### src/rtl/writeback_stage.sv
// writeback_stage: MEM/WB pipeline register plus result select.
// Drives the register-file write port, tracks halt and reports errors.
// Optional feature: define RETIRE_CNT_EN to add the CNT_W-bit retireCnt
// output counting retired instructions. The default build leaves it out.
module writeback_stage #(
    parameter int DATA_W = 16
`ifdef RETIRE_CNT_EN
    , parameter int CNT_W = 32
`endif
) (
    input  logic              clk,
    input  logic              rst,
    input  logic              inValid,
    input  logic              stall,
    input  logic              flush,
    input  logic [DATA_W-1:0] aluResIn,
    input  logic [DATA_W-1:0] memDataIn,
    input  logic [DATA_W-1:0] nextPcIn,
    input  logic              condIn,
    input  logic [15:0]       instrIn,
    input  logic              regWrtIn,
    input  logic [2:0]        writeRegIn,
    input  logic [2:0]        regWrtSrcIn,
    input  logic              haltIn,
    input  logic              errIn,
    output logic [DATA_W-1:0] regWrtData,
    output logic              regWrtEn,
    output logic [2:0]        regWrtAddr,
    output logic              halted,
    output logic              err,
    output logic              errSticky
`ifdef RETIRE_CNT_EN
    , output logic [CNT_W-1:0] retireCnt
`endif
);

    localparam logic [2:0] SRC_ALU   = 3'd0;
    localparam logic [2:0] SRC_MEM   = 3'd1;
    localparam logic [2:0] SRC_PC    = 3'd2;
    localparam logic [2:0] SRC_COND  = 3'd3;
    localparam logic [2:0] SRC_IMMHI = 3'd4;

    // MEM/WB register fields
    logic              valid_q;
    logic [DATA_W-1:0] alu_res_q;
    logic [DATA_W-1:0] mem_data_q;
    logic [DATA_W-1:0] next_pc_q;
    logic              cond_q;
    logic [7:0]        instr_lo_q;
    logic              reg_wrt_q;
    logic [2:0]        write_reg_q;
    logic [2:0]        reg_wrt_src_q;
    logic              halt_q;
    logic              err_in_q;

    // Status state
    logic              halted_q, halted_d;
    logic              err_sticky_q, err_sticky_d;

    // Result select signals
    logic [DATA_W-1:0] sel_data;
    logic              src_err;

    // Only the low instruction byte feeds the result (immediate-high select).
    logic              unused_instr_hi;
    assign unused_instr_hi = ^instrIn[15:8];

    // Pipeline register: halted beats flush beats stall beats load.
    always_ff @(posedge clk or posedge rst) begin
        if (rst) begin
            valid_q       <= 1'b0;
            alu_res_q     <= '0;
            mem_data_q    <= '0;
            next_pc_q     <= '0;
            cond_q        <= 1'b0;
            instr_lo_q    <= '0;
            reg_wrt_q     <= 1'b0;
            write_reg_q   <= '0;
            reg_wrt_src_q <= '0;
            halt_q        <= 1'b0;
            err_in_q      <= 1'b0;
        end else if (halted_q || flush) begin
            valid_q <= 1'b0;
        end else if (!stall) begin
            valid_q       <= inValid;
            alu_res_q     <= aluResIn;
            mem_data_q    <= memDataIn;
            next_pc_q     <= nextPcIn;
            cond_q        <= condIn;
            instr_lo_q    <= instrIn[7:0];
            reg_wrt_q     <= regWrtIn;
            write_reg_q   <= writeRegIn;
            reg_wrt_src_q <= regWrtSrcIn;
            halt_q        <= haltIn;
            err_in_q      <= errIn;
        end
    end

    // Result mux on the registered select; codes 5-7 flag an error and yield 0.
    always_comb begin
        sel_data = '0;
        src_err  = 1'b0;
        case (reg_wrt_src_q)
            SRC_ALU:   sel_data = alu_res_q;
            SRC_MEM:   sel_data = mem_data_q;
            SRC_PC:    sel_data = next_pc_q;
            SRC_COND:  sel_data = {{(DATA_W-1){1'b0}}, cond_q};
            SRC_IMMHI: sel_data = DATA_W'({instr_lo_q, 8'h00});
            default:   src_err  = 1'b1;
        endcase
    end

    // Write port and error reporting; everything reads 0 while the slot is empty.
    always_comb begin
        regWrtData   = valid_q ? sel_data : '0;
        regWrtAddr   = valid_q ? write_reg_q : 3'd0;
        regWrtEn     = valid_q & reg_wrt_q & ~halt_q & ~src_err & ~halted_q;
        err          = valid_q & (err_in_q | src_err);
        halted_d     = halted_q | (valid_q & halt_q);
        err_sticky_d = err_sticky_q | err;
        errSticky    = err_sticky_q | err;
        halted       = halted_q;
    end

    // Sticky halt and error flags, cleared only by reset.
    always_ff @(posedge clk or posedge rst) begin
        if (rst) begin
            halted_q     <= 1'b0;
            err_sticky_q <= 1'b0;
        end else begin
            halted_q     <= halted_d;
            err_sticky_q <= err_sticky_d;
        end
    end

`ifdef RETIRE_CNT_EN
    logic [CNT_W-1:0] retire_cnt_q, retire_cnt_d;
    logic             retire;

    // An instruction retires when it leaves WB: not held by stall (flush or a
    // retiring HALT also let it go), and nothing counts once halted.
    always_comb begin
        retire       = valid_q & ~halted_q & (~stall | flush | halt_q);
        retire_cnt_d = retire ? retire_cnt_q + CNT_W'(1) : retire_cnt_q;
    end

    // Retired-instruction counter, wraps naturally.
    always_ff @(posedge clk or posedge rst) begin
        if (rst) retire_cnt_q <= '0;
        else     retire_cnt_q <= retire_cnt_d;
    end

    assign retireCnt = retire_cnt_q;
`endif

endmodule

### config.mk
export PLATFORM = sky130hd
export DESIGN_NAME = writeback_stage
export DESIGN_NICKNAME = d
export VERILOG_FILES = /design/src/rtl/writeback_stage.sv
export SDC_FILE = /design/constraint.sdc
export NUM_CORES = 1
export LEC_CHECK = 0
export ABC_CLOCK_PERIOD_IN_PS = 4800
export BUFFER_PORTS_ARGS = -buffer_cell sky130_fd_sc_hd__buf_2
export CAP_MARGIN = 40
export CELL_PAD_IN_SITES_DETAIL_PLACEMENT = 1
export CELL_PAD_IN_SITES_GLOBAL_PLACEMENT = 1
export CORE_MARGIN = 4
export CORE_UTILIZATION = 43
export DETAILED_ROUTE_END_ITERATION = 6
export PLACE_DENSITY_LB_ADDON = 0.1
export SYNTH_ARGS = -nofsm -noshare
export SYNTH_HDL_FRONTEND = slang
export SYNTH_SLANG_ARGS = --single-unit
### constraint.sdc
create_clock -name clk -period 4.8 [get_ports clk]
set_input_delay 0 -clock clk [delete_from_list [all_inputs] [get_ports clk]]
set_output_delay 0 -clock clk [all_outputs]
set_load 0.01 [all_outputs]
==> run_results.csv <==
group,metric,value,unit
sta,final_min_period_over_clock_period,0.488,
worst_setup_path,critical_path.max_fanout,14,
floorplan,fp.dieW,93.1,um
power,worst_ir_drop_vdd,0.000266,V
cts,cts_max_path_buffers,2,
power,finalPower,2.24,mW
global_route,via_count_of_the_first_global_routing_pass,2830,
sta,report.final.slew_viol_count,0,
synth,synth_area_per_cell,13.5,um2
power,static-leakage-power,2.01,nW
worst_setup_path,critPathKind,"reg -> out",
placement,gp_congestion,0.712,
synth,synth.net_count,309,
floorplan,fp.dieArea,8670,um2
worst_setup_path,timing.critical_path.slowest_stage_cell,"sky130_fd_sc_hd__dfrtp_1",
finish,num-nets-final,472,
global_route,grt_start_max_net_pins,68,
finish,n_antenna_cell,0,
cts,cts_num_sinks,69,
cts,cts.htree.levels,3,
floorplan,initial_core_util,0.451,
sta,final_hold_viol_count,0,
global_route,gr-usage-all-layers,0.229,
synth,yosys.area.top_type,"sky130_fd_sc_hd__dfrtp_1",
global_route,antenna_found_initial,0,
worst_setup_path,startpoint_type_of_the_worst_setup_path,"flip-flop",
sta,rsz0062_at_grt,"false",
route,first_iter_violations,104,
route,post-route-drc-count,0,
route,drt_pass1_iterations,4,
sta,tns,0,ps
sta,setup-violations-final,0,
floorplan,floorplan.io_pins,102,
worst_setup_path,worstPathArrival,2340,ps
route,post_drt_wl_per_cell,18.7,um
job,cap_violations,0,
global_route,globalRoute.totalOverflow,0,
synth,synth_async_sr_flop_share,1.00,
finish,layout_cells_sized_above_1,0.455,
sta,max_slew_margin,0.444,
synth,synthDistinctLibCells,28,
synth,yosysWarnings,0,
finish,layout_commonest_cell,"sky130_fd_sc_hd__buf_2",
synth,synth_flop_cell,"sky130_fd_sc_hd__dfrtp_1",
cts,cts_inserted_buffers,9,
route,route.detailed.vias_per_inst,5.02,
worst_setup_path,crit_end_element,"primary output",
worst_setup_path,slowest_delay,640,ps
finish,post-route-util,0.654,
placement,dp.final_hpwl,5340,um
cts,tritoncts_clock_tree,"done",
status,status,"finished, final reports clean",
finish,mostFrequentLayoutCells,"93 x sky130_fd_sc_hd__buf_2, 69 x sky130_fd_sc_hd__dfrtp_1, 69 x sky130_fd_sc_hd__dlygate4sd3_1, 65 x sky130_fd_sc_hd__mux2_2, 15 x sky130_fd_sc_hd__a21oi_1",
route,drt_antenna_net_count,0,
synth,post_synthesis_cell_area,3110,um2
worst_hold_path,hp-class,"in -> async",
synth,postSynthCellCount,230,
synth,synth_top_cells_by_area,"sky130_fd_sc_hd__dfrtp_1 55%, sky130_fd_sc_hd__mux2_2 24%, sky130_fd_sc_hd__mux2i_1 2.6%",
worst_setup_path,critical_path.cell_chain,"o21ai_0 > nand2_1 > nor4b_1 > buf_2",
cts,clockRootBuffer,"sky130_fd_sc_hd__clkbuf_8",
placement,portbufs,93,
synth,post-synth-top-area-fraction,0.554,
route,vias,2469,
worst_setup_path,cp_data_required_time,4800,ps
sta,finalCriticalPeriod,2340,ps
sta,fin_skew,4.92,ps
route,wirelength,9180,um
synth,seq_area_frac_synth,0.554,
global_route,wire_length_of_the_first_global_routing_pass,15200,um
sta,worst_pin_slew,835,ps
cts,clk_transition_reported_paths,70,ps
floorplan,row_count,30,
sta,fin_worst_hold_slack,255,ps
finish,syn_to_layout_area_delta,45.1,%
sta,achievable-frequency,427,MHz
floorplan,die_height,93.1,um
power,powerDensity,496,nW/um2
synth,synth-seq-cells,69,
synth,post_synth_edffs,0,
floorplan,coreArea,6910,um2
cts,worstSkewPairLatency,330,ps
## state kept, by name, indices dropped and copies added (netlist names)
register,flops
alu_res_q,16
mem_data_q,16
next_pc_q,16
instr_lo_q,8
reg_wrt_src_q,3
write_reg_q,3
cond_q,1
err_in_q,1
err_sticky_q,1
halt_q,1
halted,1
reg_wrt_q,1
valid_q,1
## path summary, 6_finish.rpt
path | cells after the start | from | slack (ps) | end
max in group asynchronous | 5 | rst | 4020 | alu_res_q[8]
min | 4 | rst | 250 | mem_data_q[1]
max | 4 | reg_wrt_src_q[1] | 2460 | regWrtEn
min reg2reg | 1 | err_sticky_q | 470 | err_sticky_q
min in group clk | 4 | errIn | 400 | err_in_q
max reg2reg | 3 | halted | 2850 | instr_lo_q[4]
## cell usage after synthesis (2+ instances only)
cell / n
sky130_fd_sc_hd__dfrtp_1: 69
sky130_fd_sc_hd__a22oi_1: 8
sky130_fd_sc_hd__and2_1: 3
sky130_fd_sc_hd__mux2i_1: 8
sky130_fd_sc_hd__mux2_2: 65
sky130_fd_sc_hd__o21ai_0: 2
sky130_fd_sc_hd__inv_1: 2
sky130_fd_sc_hd__buf_6: 3
sky130_fd_sc_hd__or2_1: 7
sky130_fd_sc_hd__a21oi_1: 15
sky130_fd_sc_hd__buf_4: 2
sky130_fd_sc_hd__buf_2: 6
sky130_fd_sc_hd__nand2_1: 9
sky130_fd_sc_hd__nor2b_1: 9
sky130_fd_sc_hd__a32oi_1: 8
sky130_fd_sc_hd__nor3_2: 2
## power breakdown
group | internal, mW | switching, mW
registers | 0.873 | 0.240
clock network | 0.209 | 0.201
logic | 0.436 | 0.282
## through the flow
| step | area (um2) | cells | setup slack [ps] |
|---|---|---|---|
| floorplan | 3110 | 230 | 3060 |
| global placement | 3630 | 408 | 2880 |
| detailed placement | 3660 | 409 | 2870 |
| CTS | 4520 | 492 | 2510 |
| global route | 4520 | 492 | 2250 |
| finish | 4520 | 492 | 2460 |
## cell type report
cell class	instances	area, um2
flip-flops and latches	69	1730
well taps	96	120
repair buffers	165	1200
clock buffers	12	155
fillers	726	2390
inverters	2	7.51
multi-input cells	146	1300
clock inverters	2	10.0
## kinds of logic after synthesis
group,synth area share
flops,0.554
compound gates,0.0739
simple gates,0.0735
buf+inv,0.0301
mux,0.268
## worst max-delay path, delay by kind of cell (launching register included)
family / cells / cell delay (ps)
AND/OR/NAND/NOR: 2 / 670
flip-flops: 1 / 640
AO/OA/AOI/OAI: 1 / 500
buffers and inverters: 1 / 180
## metal layers
layer | GRT usage | routed length [um] | up-vias | part of all wire
li1 | - | - | 1160 | -
met1 | 0.294 | 3850 | 1234 | 0.42
met2 | 0.397 | 4860 | 63 | 0.53
met3 | 0.0378 | 366 | 12 | 0.040
met4 | 0.0720 | 111 | 0 | 0.012
met5 | 0 | 0 | - | 0
## repair_timing
item                                   CTS  global route
gates resized for setup                  0             0
endpoints found under the hold margin   89             0
buffers inserted                         0             0
hold buffers                            69             0
Power figures use the tool's default switching activity.
